## src/rtl/systolic_feeder.sv

```systemverilog
// Sequencer for a 3x3 8-bit systolic array: takes one A/B job, clears the array,
// streams three beats, waits for the array's result and hands it downstream.
module systolic_feeder #(
  parameter int DRAIN_TIMEOUT = 16,
  parameter int TCNT_W        = 5
) (
  input  logic         i_clk,
  input  logic         i_rst_n,
  input  logic         i_job_valid,
  output logic         o_job_ready,
  input  logic [71:0]  i_mat_a,
  input  logic [71:0]  i_mat_b,
  output logic         o_arr_rst_n,
  output logic [23:0]  o_arr_A,
  output logic [23:0]  o_arr_B,
  input  logic [143:0] i_arr_C,
  input  logic         i_arr_C_valid,
  output logic         o_res_valid,
  input  logic         i_res_ready,
  output logic [143:0] o_res_C,
  output logic         o_busy,
  output logic         o_timeout
);

  typedef enum logic [2:0] {IDLE, CLR, FEED, DRAIN, RESULT} state_t;

  state_t              state;
  logic [71:0]         a_q;
  logic [71:0]         b_q;
  logic [1:0]          k;
  logic [TCNT_W-1:0]   tcnt;

  // Column k of A, one byte per array row: {A[2][k],A[1][k],A[0][k]}.
  function automatic logic [23:0] a_col(input logic [71:0] m, input logic [1:0] col);
    logic [23:0] beat;
    beat = '0;
    for (int r = 0; r < 3; r++) beat[8*r +: 8] = m[8*(3*r + int'(col)) +: 8];
    return beat;
  endfunction

  // Row k of B is already contiguous in the row-major packing.
  function automatic logic [23:0] b_row(input logic [71:0] m, input logic [1:0] row);
    return m[24*int'(row) +: 24];
  endfunction

  // NOTE: the matrix holding registers have no reset; they are only read after a handshake loads them.
  always_ff @(posedge i_clk) begin
    if (state == IDLE && i_job_valid) begin
      a_q <= i_mat_a;
      b_q <= i_mat_b;
    end
  end

  // NOTE: every output is a register written here with <=, so no input reaches an output combinationally.
  always_ff @(posedge i_clk) begin
    if (!i_rst_n) begin
      state       <= IDLE;
      k           <= '0;
      tcnt        <= '0;
      o_job_ready <= 1'b1;
      o_arr_rst_n <= 1'b0;
      o_arr_A     <= '0;
      o_arr_B     <= '0;
      o_res_valid <= 1'b0;
      o_res_C     <= '0;
      o_busy      <= 1'b0;
      o_timeout   <= 1'b0;
    end else begin
      o_timeout <= 1'b0;
      case (state)
        IDLE: begin
          o_arr_rst_n <= 1'b1;
          if (i_job_valid) begin
            state       <= CLR;
            o_job_ready <= 1'b0;
            o_busy      <= 1'b1;
            o_arr_rst_n <= 1'b0;
          end
        end
        CLR: begin
          state       <= FEED;
          k           <= 2'd0;
          o_arr_rst_n <= 1'b1;
          o_arr_A     <= a_col(a_q, 2'd0);
          o_arr_B     <= b_row(b_q, 2'd0);
        end
        FEED: begin
          if (k == 2'd2) begin
            state   <= DRAIN;
            tcnt    <= '0;
            o_arr_A <= '0;
            o_arr_B <= '0;
          end else begin
            k       <= k + 2'd1;
            o_arr_A <= a_col(a_q, k + 2'd1);
            o_arr_B <= b_row(b_q, k + 2'd1);
          end
        end
        DRAIN: begin
          // A valid in the last allowed cycle still wins over the abort.
          if (i_arr_C_valid) begin
            state       <= RESULT;
            o_res_C     <= i_arr_C;
            o_res_valid <= 1'b1;
          end else if (tcnt == TCNT_W'(DRAIN_TIMEOUT - 1)) begin
            state       <= IDLE;
            o_timeout   <= 1'b1;
            o_busy      <= 1'b0;
            o_job_ready <= 1'b1;
          end else begin
            tcnt <= tcnt + TCNT_W'(1);
          end
        end
        RESULT: begin
          if (i_res_ready) begin
            state       <= IDLE;
            o_res_valid <= 1'b0;
            o_busy      <= 1'b0;
            o_job_ready <= 1'b1;
          end
        end
        default: begin
          state       <= IDLE;
          o_job_ready <= 1'b1;
          o_arr_rst_n <= 1'b1;
          o_arr_A     <= '0;
          o_arr_B     <= '0;
          o_res_valid <= 1'b0;
          o_busy      <= 1'b0;
        end
      endcase
    end
  end

endmodule
```

## config.mk

```make
export PLATFORM = sky130hd
export DESIGN_NAME = systolic_feeder
export DESIGN_NICKNAME = d
export VERILOG_FILES = /design/src/rtl/systolic_feeder.sv
export SDC_FILE = /design/constraint.sdc
export NUM_CORES = 1
export LEC_CHECK = 0
export ABC_AREA = 1
export CAP_MARGIN = 20
export CORE_AREA = 2 2 192 194
export CTS_CLUSTER_DIAMETER = 60
export CTS_CLUSTER_SIZE = 12
export DETAILED_ROUTE_END_ITERATION = 10
export DIE_AREA = 0 0 194 196
export PLACE_DENSITY = 0.74
export SLEW_MARGIN = 20
export SYNTH_ARGS = -nofsm -noshare
export SYNTH_HDL_FRONTEND = slang
export SYNTH_SLANG_ARGS = --single-unit
```

## constraint.sdc

```tcl
create_clock -name i_clk -period 8.2 [get_ports i_clk]
set_clock_uncertainty 0.2 [all_clocks]
set_input_delay 0.82 -clock i_clk [delete_from_list [all_inputs] [get_ports i_clk]]
set_output_delay 0.82 -clock i_clk [all_outputs]
set_load 0.05 [all_outputs]
```

# After elaboration in Yosys (flattened, before gate mapping)
# Cells that the tools add are included.
[op_classes] bitwise_logic=4 eq_ne=15 add_sub_neg=4 muxes=31 multipliers=1 shifts=4 n_reduce_logical=15
[op_table] op="$pmux W24 S3" n=2
[op_table] op="$shiftx A72 B6 Y8" n=1
[op_table] op="$shiftx A72 B7 Y8" n=1
[op_table] op="$shiftx A72 B8 Y24" n=1
[op_table] op="$shiftx A72 B8 Y8" n=1
[op_table] op="$mux W24" n=2
[op_table] op="$ne A2 B2 Y1 const B" n=8
[op_table] op="$mux W3" n=5
[op_table] op="$mux W5" n=3
[op_table] op="$pmux W3 S5" n=1
[op_table] op="$reduce_or A3 Y1" n=4
[op_table] op="$mux W1" n=11
[op_table] op="$pmux W5 S2" n=1
[op_table] op="$pmux W1 S4" n=2
[op_table] op="$reduce_and A4 Y1" n=2
[op_table] op="$eq A3 B2 Y1 const B" n=2
[op_table] op="$add A5 B1 Y5 const B" n=1
[op_table] op="$eq A5 B4 Y1 const B" n=1
[op_table] op="$reduce_and A5 Y1" n=1
[op_table] op="$add A3 B2 Y4 const A" n=1
[op_table] op="$mul A2 B2 Y4 const A" n=1
[op_table] op="$not A1 Y1" n=4
[op_table] op="$pmux W2 S2" n=1
[op_table] op="$reduce_and A2 Y1" n=2
[op_table] op="14 further kinds" n=15
[totals] regBits=351 out_inout_bits=197 in_bits=293 word_cells=87

# Longest topological paths before layout
[logic_depth] depth_word=5 ltp_mapped=13 depth_no_buf=12

# Worst setup path before layout
# OpenSTA, ideal clock, no wires.
[synth_timing] path_type="input to register" startpoint="in i_job_valid" endpoint="reg o_busy" path_buffers=0 t_arrival_ns=7.468 cell_stages=4 setup_ns=0.088 required_time_ns=7.912 path_slack_ns=0.444 cell_sequence="inv_1 > nor2_1 > inv_1 > a21oi_1"
[synth_between] elab_chain_cells=2
[synth_lines] item="start, declared" line_no="9" rtl="input logic i_job_valid,"
[synth_lines] item="$ne A2 B2 Y1 (no source line)"
[synth_lines] item="$reduce_and A5 Y1 (no source line)"
[synth_lines] item="end signal, assigned" line_no="66" rtl="o_busy <= 1'b0;"
[synth_lines] item="end signal, assigned" line_no="76" rtl="o_busy <= 1'b1;"
[synth_lines] item="end signal, assigned" line_no="108" rtl="o_busy <= 1'b0;"
[synth_lines] item="end, declared" line_no="21" rtl="output logic o_busy,"
# Every way passes these cells.
# A chain may end at the register's enable or synchronous reset.

# Final worst setup path
[layout_timing] startpoint="reg k[0]" endpoint="reg o_arr_A[7]"
[layout_between] elab_chain_cells=4 elab_cells_between_ends=5 classes_between="1 x add/sub; 1 x eq/ne; 1 x shift; 2 x mux"
[layout_lines] item="start, declared" line_no="30" rtl="logic [1:0] k;"
[layout_lines] item="start signal, assigned" line_no="94" rtl="k <= k + 2'd1;"
[layout_lines] item="$add A2 B1 Y2" line_no="95" rtl="o_arr_A <= a_col(a_q, k + 2'd1);"
[layout_lines] item="$shiftx A72 B6 Y8" line_no="37" rtl="for (int r = 0; r < 3; r++) beat[8*r +: 8] = m[8*(3*r + int'(col)) +: 8];"
[layout_lines] item="$mux W24 *" line_no="88" rtl="if (k == 2'd2) begin"
[layout_lines] item="$pmux W24 S3 *" line_no="70" rtl="case (state)"
[layout_lines] item="end signal, assigned" line_no="84" rtl="o_arr_A <= a_col(a_q, 2'd0);"
[layout_lines] item="end signal, assigned" line_no="95"
[layout_lines] item="end, declared" line_no="14" rtl="output logic [23:0] o_arr_A,"
# Every way passes the cells marked *; elsewhere a longest branch is shown, timed or not.

==> flow_summary.ini <==
[synthesis]
synth.largest_area_cell = edfxtp_1
yosys.area_share.adder_pct = 0.275
synth_top_area_share_pct = 31.6
syn_nets = 1824
synth_compound_area_share_pct = 9.37
synthTopCellsByCount = nand2_1, nand3_1, dfxtp_1
synth-xor-area-share_pct = 0.0641
ys_seq_area_share_pct = 61.9
synthArstFlopShare_pct = 0
ys_types = 26
synth.avg_cell_area_sq_um = 8.95
synth_area_leaders = edfxtp_1, dfxtp_1, nand2_1
ys_ff_latch = 351
ys_warn_count = 0
yosysMostFrequentCell = nand2_1
yosys-mux-area-fraction_pct = 0
synth_top_family_by_area = simple AND/OR/NAND/NOR gates
synthFlopType = dfxtp_1
synthSimpleGateAreaFrac_pct = 22.6
synth_area_sq_um = 13700
synth_edf_count = 144
synthCells = 1528

[place]
place_ws_ps = 4370
port_buffers = 489
dp_hpwl_um = 29200
gp_congestion = 0.881

[clocking]
cts_made_buffers = 39
htree_levels = 2
clock_path_buffers = 3
cts_hold_buf = 0
postCtsResizedCells = 0
cts_tree = built
postCtsSetupBuffers = 0
clockRootBuffer = clkbuf_16
clk_pin_slew_ps = 60
cts_sinks = 351
insertion_delay_ps = 550

[cells_and_area]
postLayoutCoreUtil_pct = 55.3
drive_above_1_share_pct = 4.09
fin_nets = 2251
area_growth_pct = 45.9
fill_cells = 3152

[critical_path]
start_kind = flop
cp.arrival_ps = 4010
crit_path_max_fanout = 102
endpoint_kind = flop
path_class = flop to flop
worst_ep_required_time_ps = 8500

[global_route]
first_global_vias = 12000
overflow = 0
grt_pass1_wl_um = 66900
grt_max_degree = 103
grt_usage_pct = 22.3
antenna_found_initial = 6

[sta]
fin_setup_tns_ps = 0
whs_ps = 249
final-setup-viol-count = 0
setup_ws_ps = 4480
grt_setup_unrepaired = no
report.final.slew_viol_count = 0
period_minus_slack_ps = 3720
fmax_mhz = 269
max-slew-margin-rel_pct = 29.0
max_slew.worst_pin.slew_ps = 1070
period_share_pct = 45.3
timing.final.hold_violations = 0

[floorplan]
die_h_um = 196
num_io_pins = 490
core.rowCount = 70
die_area_sq_um = 38000
core_area_sq_um = 36100
die_w_um = 194
start_util_pct = 37.9

[worst_hold_path]
hold_class = flop to flop

[run]
cap_violations = 0

[route]
drt_iter0_drc = 742
ant_nets = 0
routed_wl_um = 44100
drc = 0
dr_total_vias = 12400
firstDrtPassIters = 5
wl_per_cell_um = 18.0
viasPerCell = 5.06

[pwr]
fin_total_pwr_mw = 6.35
power.leakage_nw = 7.33
vdd_drop_max_mv = 0.194
power_density_nw_per_um2 = 318

[outcome]
status = finished clean
[per-layer routing]
metal / GRT usage, % / wire (um) / vias up
met5: 0 / 11 / -
met4: 11.1 / 2000 / 2
met3: 6.26 / 4030 / 108
met2: 37.2 / 21000 / 565
met1: 26.3 / 17100 / 5772
li1: - / - / 5961
[worst max-delay path: stages, from the launching register on]
cell,delay (ps)
dfxtp_4,990
inv_2,90
ha_2,970
inv_2,640
nor2_1,230
o21ai_0,110
nand2_1,100
nand2_1,50
nand3_1,100
nand2_1,50
inv_1,70
[area by class of cell]
type | instances | area [sq um] | area share [%]
Inverter | 71 | 269 | 1.35
Multi-Input combinational cell | 993 | 4440 | 22.3
Tap cell | 468 | 586 | 2.94
Clock inverter | 10 | 113 | 0.565
Sequential cell | 351 | 8470 | 42.5
Antenna cell | 5 | 12.5 | 0.0627
Timing Repair Buffer | 499 | 4960 | 24.9
Clock buffer | 56 | 1090 | 5.47
[layout by cell type, fill, tap and decap left out, types with 3 or more instances in the layout]
cell,synthesis,final
clkbuf_16,0,40
nand2_1,433,432
inv_1,66,66
nand3_1,233,233
nor2_1,57,56
inv_6,0,3
buf_4,3,11
clkdlybuf4s50_1,0,487
a21oi_1,154,154
inv_2,5,4
clkbuf_1,56,13
nand4_1,3,3
o21ai_0,66,66
nor2_2,3,3
dfxtp_1,207,206
clkbuf_8,0,3
o21ai_1,33,32
diode_2,0,5
edfxtp_1,144,144
[metrics by stage]
stage	area (sq um)	cells
floorplan	13700	1528
global placement	18700	2382
detailed placement	18700	2382
CTS	19900	2448
global route	19900	2453
finish	19900	2453
[sequential cells by signal, indices dropped and copies added, names as in the netlist, 2 cells and up]
| signal | cells |
|---|---|
| k | 2 |
| tcnt | 5 |
| o_res_C | 144 |
| o_arr_A | 24 |
| state | 3 |
| o_arr_B | 24 |
| a_q | 72 |
| b_q | 72 |
[cells by family (layout without fill, tap and decap cells)]
| family | after synthesis | in the layout |
|---|---|---|
| simple gates | 734 | 734 |
| flops | 351 | 351 |
| compound gates | 255 | 255 |
| buf+inv | 184 | 636 |
| fa+ha+maj | 3 | 3 |
| xor+xnor | 1 | 1 |
| other cells | 0 | 5 |
[worst paths after layout]
check	start	to	slack (ps)	cells past startpoint
worst min register to register	o_arr_rst_n	o_arr_rst_n	250	2
worst max register to register	k[0]	o_arr_A[7]	4480	10
worst max-delay path	k[0]	o_arr_A[7]	4480	10
worst min-delay path	o_arr_rst_n	o_arr_rst_n	250	2
[power by group]
| part | internal, mW | switching, mW |
|---|---|---|
| logic | 0.705 | 1.51 |
| clock network | 0.964 | 0.707 |
| registers | 2.23 | 0.234 |
Power figures use the tool's default switching activity.
